===== src/rtl/dcm_reset_seq_pkg.sv =====
// Shared types and constants for the DCM reset sequencer: state encoding,
// status widths and a small helper for sizing the cycle counter.
package dcm_reset_seq_pkg;

  localparam int StateWidth    = 3;
  localparam int LockLossWidth = 8;

  typedef enum logic [StateWidth-1:0] {
    DCMRST   = 3'd0,
    WAITLOCK = 3'd1,
    STABLE   = 3'd2,
    RUN      = 3'd3,
    FAIL     = 3'd4
  } state_t;

  function automatic int max_of3(input int a, input int b, input int c);
    int m;
    m = (a > b) ? a : b;
    return (m > c) ? m : c;
  endfunction

endpackage


===== src/rtl/dcm_reset_sequencer_if.sv =====
// Signals between the reset sequencer, the DCM wrapper and the reset consumers.
interface dcm_reset_sequencer_if;

  logic locked;
  logic dcm_reset;
  logic sys_reset;
  logic ready;
  logic fail;

  modport master (input locked, output dcm_reset, output sys_reset, output ready, output fail);
  modport slave  (output locked, input dcm_reset, input sys_reset, input ready, input fail);

endinterface


===== src/rtl/dcm_reset_sequencer_sync_2ff.sv =====
// Two-flop synchroniser for a single asynchronous level, with a configurable reset value.
module sync_2ff #(
  parameter logic ResetValue = 1'b0
) (
  input  logic clock,
  input  logic reset,
  input  logic d,
  output logic q
);

  logic meta;

  always_ff @(posedge clock) begin
    if (reset) begin
      meta <= ResetValue;
      q    <= ResetValue;
    end else begin
      meta <= d;
      q    <= meta;
    end
  end

endmodule


===== src/rtl/dcm_reset_sequencer.sv =====
// Drives DCM reset, waits for a stable lock, then releases the system reset; retries on timeout.
// Optional status ports (lock_loss_count, state_dbg) exist when DCM_RESET_SEQ_STATUS_EN is defined.
module dcm_reset_sequencer
  import dcm_reset_seq_pkg::*;
#(
  parameter int DcmResetCycles   = 4,
  parameter int LockTimeout      = 65536,
  parameter int LockStableCycles = 1024,
  parameter int MaxRetries       = 4
) (
  input  logic                      clock,
  input  logic                      reset,
  dcm_reset_sequencer_if.master     bus
`ifdef DCM_RESET_SEQ_STATUS_EN
  ,
  output logic [LockLossWidth-1:0]  lock_loss_count,
  output logic [StateWidth-1:0]     state_dbg
`endif
);

  localparam int CntMax     = max_of3(DcmResetCycles, LockTimeout, LockStableCycles);
  localparam int CntWidth   = (CntMax > 1) ? $clog2(CntMax) : 1;
  localparam int RetryWidth = $clog2(MaxRetries + 1);

  localparam logic [CntWidth-1:0]   DcmRstLast = CntWidth'(DcmResetCycles - 1);
  localparam logic [CntWidth-1:0]   TimeoutLast = CntWidth'(LockTimeout - 1);
  localparam logic [CntWidth-1:0]   StableLast = CntWidth'(LockStableCycles - 1);
  localparam logic [RetryWidth-1:0] RetryLast = RetryWidth'(MaxRetries - 1);

  state_t                state;
  state_t                next_state;
  logic [CntWidth-1:0]   cnt;
  logic [RetryWidth-1:0] retries;
  logic [RetryWidth-1:0] next_retries;
  logic                  locked_s;
  logic                  dcm_reset_q;
  logic                  sys_reset_q;
  logic                  ready_q;
  logic                  fail_q;

  sync_2ff #(.ResetValue(1'b0)) u_lock_sync (
    .clock (clock),
    .reset (reset),
    .d     (bus.locked),
    .q     (locked_s)
  );

  // Lock presence outranks the timeout in WAITLOCK; FAIL only leaves through reset.
  always_comb begin
    next_state   = state;
    next_retries = retries;
    unique case (state)
      DCMRST: begin
        if (cnt == DcmRstLast) next_state = WAITLOCK;
      end
      WAITLOCK: begin
        if (locked_s) begin
          next_state = STABLE;
        end else if (cnt == TimeoutLast) begin
          if (retries == RetryLast) begin
            next_state = FAIL;
          end else begin
            next_state   = DCMRST;
            next_retries = retries + 1'b1;
          end
        end
      end
      STABLE: begin
        if (!locked_s)               next_state = WAITLOCK;
        else if (cnt == StableLast)  next_state = RUN;
      end
      RUN: begin
        if (!locked_s) begin
          next_state   = DCMRST;
          next_retries = '0;
        end
      end
      FAIL: begin
        next_state = FAIL;
      end
      default: begin
        next_state = DCMRST;
      end
    endcase
  end

  // Outputs are registered from the next state so they move in the same cycle as the state register.
  always_ff @(posedge clock) begin
    if (reset) begin
      state       <= DCMRST;
      cnt         <= '0;
      retries     <= '0;
      dcm_reset_q <= 1'b1;
      sys_reset_q <= 1'b1;
      ready_q     <= 1'b0;
      fail_q      <= 1'b0;
    end else begin
      state   <= next_state;
      retries <= next_retries;
      if (next_state != state) begin
        cnt <= '0;
      end else if (state inside {DCMRST, WAITLOCK, STABLE}) begin
        cnt <= cnt + 1'b1;
      end
      dcm_reset_q <= (next_state == DCMRST);
      sys_reset_q <= (next_state != RUN);
      ready_q     <= (next_state == RUN);
      fail_q      <= (next_state == FAIL);
    end
  end

  assign bus.dcm_reset = dcm_reset_q;
  assign bus.sys_reset = sys_reset_q;
  assign bus.ready     = ready_q;
  assign bus.fail      = fail_q;

`ifdef DCM_RESET_SEQ_STATUS_EN
  logic [LockLossWidth-1:0] loss_cnt;

  // Saturating count of lock losses seen while running.
  always_ff @(posedge clock) begin
    if (reset) begin
      loss_cnt <= '0;
    end else if (state == RUN && next_state == DCMRST && loss_cnt != '1) begin
      loss_cnt <= loss_cnt + 1'b1;
    end
  end

  assign lock_loss_count = loss_cnt;
  assign state_dbg       = state;
`endif

endmodule


===== src/flat_wrapper.sv =====
// flat-port wrapper written by rule: the top's interface ports become plain ports
module dcm_reset_sequencer_flat import dcm_reset_seq_pkg::*;
#(
  parameter int DcmResetCycles   = 4,
  parameter int LockTimeout      = 65536,
  parameter int LockStableCycles = 1024,
  parameter int MaxRetries       = 4
)
  (clock, reset, bus_locked, bus_dcm_reset, bus_sys_reset, bus_ready, bus_fail);
  dcm_reset_sequencer_if bus_i ();
  input  logic clock;
  input  logic reset;
  input wire logic [$bits(bus_i.locked)-1:0] bus_locked;
  output wire logic [$bits(bus_i.dcm_reset)-1:0] bus_dcm_reset;
  output wire logic [$bits(bus_i.sys_reset)-1:0] bus_sys_reset;
  output wire logic [$bits(bus_i.ready)-1:0] bus_ready;
  output wire logic [$bits(bus_i.fail)-1:0] bus_fail;
  assign bus_i.locked = bus_locked;
  assign bus_dcm_reset = bus_i.dcm_reset;
  assign bus_sys_reset = bus_i.sys_reset;
  assign bus_ready = bus_i.ready;
  assign bus_fail = bus_i.fail;
  dcm_reset_sequencer #(.DcmResetCycles(DcmResetCycles), .LockTimeout(LockTimeout), .LockStableCycles(LockStableCycles), .MaxRetries(MaxRetries)) u_core (.clock(clock), .reset(reset), .bus(bus_i));
endmodule

===== config.mk =====
export PLATFORM = sky130hd
export DESIGN_NAME = dcm_reset_sequencer_flat
export DESIGN_NICKNAME = d
export VERILOG_FILES = /design/src/rtl/dcm_reset_seq_pkg.sv /design/src/rtl/dcm_reset_sequencer_if.sv /design/src/rtl/dcm_reset_sequencer_sync_2ff.sv /design/src/rtl/dcm_reset_sequencer.sv /design/src/flat_wrapper.sv
export SDC_FILE = /design/constraint.sdc
export NUM_CORES = 1
export LEC_CHECK = 0
export ABC_CLOCK_PERIOD_IN_PS = 1900
export CAP_MARGIN = 40
export CORE_ASPECT_RATIO = 0.7
export CORE_MARGIN = 4
export CORE_UTILIZATION = 58
export CTS_BUF_LIST = sky130_fd_sc_hd__clkbuf_16
export CTS_CLUSTER_DIAMETER = 120
export DETAILED_ROUTE_END_ITERATION = 7
export PLACE_DENSITY = 0.77
export SLEW_MARGIN = 20
export SYNTH_ARGS = -nofsm -noshare
export SYNTH_HDL_FRONTEND = slang
export SYNTH_SLANG_ARGS = --single-unit

===== constraint.sdc =====
create_clock -name clock -period 1.9 [get_ports clock]
set_input_delay 0.38 -clock clock [delete_from_list [all_inputs] [get_ports clock]]
set_output_delay 0.38 -clock clock [all_outputs]
set_load 0.1 [all_outputs]

==> impl_metrics.ini <==
[status]
status = finished, final reports clean

[grt]
grt_max_degree = 17
grt_first_pass_wirelength_microns = 5270
grt_pass1_vias = 1176
grt_antenna_before_repair = 0
grtUsageTotal_pct = 20.6
grt-ovfl-total = 0

[placement]
hpwl_microns = 2160
port_buffers = 6
globalplace.congestion = 0.884

[critical_path]
worst_setup_path_end_kind = flop
cp_max_fo = 6
crit_required_ns = 2.05
crit_type = reg2reg
cp-start-kind = flop
crit_arrival_ns = 1.96

[pwr]
peakVddDrop_uv = 985
pwr-share-seq_pct = 43.9
p_leak_nw = 0.669
pwr-share-comb_pct = 13.7
p_clk_share_pct = 42.4
swShare_pct = 22.6
p_per_area_nw_per_um2 = 838
p_switching_mw = 0.324
internal_power_mw = 1.11

[clock_tree]
cts_num_sinks = 28
clk_root_buffer_cell = clkbuf_16
cts_buffers = 3
htreeDepth = 1
clock_latency_ns = 0.26
clock_path_buffers = 2
cts_tree = built
clk_pin_slew_ns = 0.07

[floorplanning]
io_pins = 7
die_area_sq_um = 3270
start_util_pct = 62.9
rows = 14
fp.dieH_microns = 49.1
coreArea_sq_um = 2220
fp.dieW_microns = 66.7

[final_layout]
final_util_pct = 76.9
final_nets = 181
final_cell_mix = dfxtp_1, nor2_1, buf_4
syn_to_final_growth_pct = 22.4
final_common_cell = dfxtp_1
antenna_cells = 0
drive_gt1_share_pct = 24.7

[route]
wl_microns = 3010
antenna_left = 0
drt_iter0_drc = 105
vias_per_cell = 5.88
drc = 0
dr.pass1.iters = 4
wl_per_cell_microns = 14.6
num_vias = 1211

[sta]
slew_headroom_pct = 78.4
post-route-period-util_pct = 95.1
max_freq_mhz = 554
skew_ns = 0.00695
finalMaxSlewViolations = 0
finalSetupTns_ns = 0
holdWs_ns = 0.453
tightest_slew_ns = 0.316
rsz0062_at_grt = false
hold_viol_final = 0
setup_viol = 0
layout_min_cycle_time_ns = 1.81

[synthesis]
ys_seq_area_share_pct = 40.1
synth_fa_ha_area_share_pct = 2.68
synth_top_family_by_area = simple AND/OR/NAND/NOR gates
synth_mux_area_share_pct = 2.33
yosys_most_used_dff = dfxtp_1
synthArstFlopShare_pct = 0
synth_compound_area_share_pct = 8.68
yosysWarnings = 0
synth_nets = 159
synth-simple-area-share_pct = 33.2
syn_area_sq_um = 1400
synth_edf_count = 0
yosys.cell_types.count = 41
syn_avg_cell_area_sq_um = 9.14
synth_seq_cells = 28
synthCells = 153
synth_xor_xnor_area_share_pct = 8.14

[job]
drv_cap = 0

[min_path]
hp-class = reg2reg
final timing paths:
path | startpoint | to | slack, ns | cells after the start
max | u_core.cnt[5]$_SDFFE_PP0P_ | u_core.cnt[11]$_SDFFE_PP0P_ | 0.09 | 5
min | u_core.u_lock_sync.meta$_SDFF_PP0_ | u_core.u_lock_sync.q$_SDFF_PP0_ | 0.45 | 1
max reg2reg | u_core.cnt[5]$_SDFFE_PP0P_ | u_core.cnt[11]$_SDFFE_PP0P_ | 0.09 | 5
min reg2reg | u_core.u_lock_sync.meta$_SDFF_PP0_ | u_core.u_lock_sync.q$_SDFF_PP0_ | 0.45 | 1
cells by family (layout without fill, tap and decap cells):
kind of cell	Yosys count	count (layout)
simple gates	77	77
flops	28	28
compound gates	17	17
xor+xnor	13	13
buf+inv	12	33
fa+ha+maj	3	3
mux	3	3
synth_stat cells, types with 2 or more instances:
master / number / share of area (%)
a21o_1: 2 / 1.1
buf_4: 2 / 1.1
nand2b_1: 3 / 1.3
nand4_1: 4 / 1.8
nor4_1: 7 / 3.1
nor2_1: 20 / 5.4
xor2_1: 6 / 3.8
nand3_1: 3 / 1.1
nor3_2: 2 / 1.4
nand2_1: 12 / 3.2
or4_1: 2 / 1.1
nor2b_1: 5 / 2.2
a21oi_1: 5 / 1.8
mux2_2: 2 / 1.6
a41oi_1: 2 / 1.3
dfxtp_1: 28 / 40
buf_6: 2 / 1.6
xnor2_1: 7 / 4.4
nor3_1: 10 / 3.6
inv_1: 6 / 1.6
ha_1: 3 / 2.7
layer usage:
metal	track usage (%)	up-vias	share of wire [%]
li1	-	597	-
met1	28.1	563	45
met2	32.4	47	47
met3	5.53	4	6.4
met4	4.39	0	0.86
met5	0	-	0
area by class of cell:
class / instances / area (sq um)
inverters: 6 / 22.5
clock inverters: 1 / 30.0
fillers: 157 / 513
clock buffers: 3 / 75.1
multi-input cells: 113 / 791
well taps: 32 / 40.0
flip-flops and latches: 28 / 563
repair buffers: 23 / 190
sequential cells by signal (all words and copies together), names as in the netlist:
name	cells
u_core.cnt	16
u_core.retries	3
u_core.state	3
u_core.bus.dcm_reset	1
u_core.bus.fail	1
u_core.bus.ready	1
u_core.bus.sys_reset	1
u_core.u_lock_sync.meta	1
u_core.u_lock_sync.q	1
through the flow:
step / total power [mW] / cell area, sq um / worst slack (ns) / instances
2_1_floorplan: 0.777 / 1400 / 0.187 / 153
4_1_cts: 1.44 / 1690 / 0.0174 / 206
3_3_place_gp: 0.825 / 1580 / 0.0931 / 201
6_report: 1.43 / 1710 / 0.0939 / 206
3_5_place_dp: 0.832 / 1580 / 0.0598 / 201
5_1_grt: 1.49 / 1710 / 0.00639 / 206
critical path: stages (launching register included):
cell and delay, ns:
dfxtp_1 0.48, and4_1 0.30, nand3_2 0.12, or4_1 0.53, xor2_1 0.21, nor3_2 0.06
timing repair:
action,CTS,global route
endpoints found under the setup margin,1,21
pin swaps,1,2
hold buffers,0,0
setup buffers,1,0
hold endpoints to repair,0,0
gates resized for setup,1,6
power by group through the flow:
| stage | logic, mW | clock network [mW] | registers [mW] |
|---|---|---|---|
| after floorplan | 0.114 | 0 | 0.663 |
| final | 0.196 | 0.609 | 0.630 |
| after global routing | 0.214 | 0.644 | 0.633 |
| after CTS | 0.195 | 0.622 | 0.627 |
| after detailed placement | 0.192 | 0 | 0.640 |
| after global placement | 0.186 | 0 | 0.639 |
Note: power is estimated with default switching activity, not from simulation.
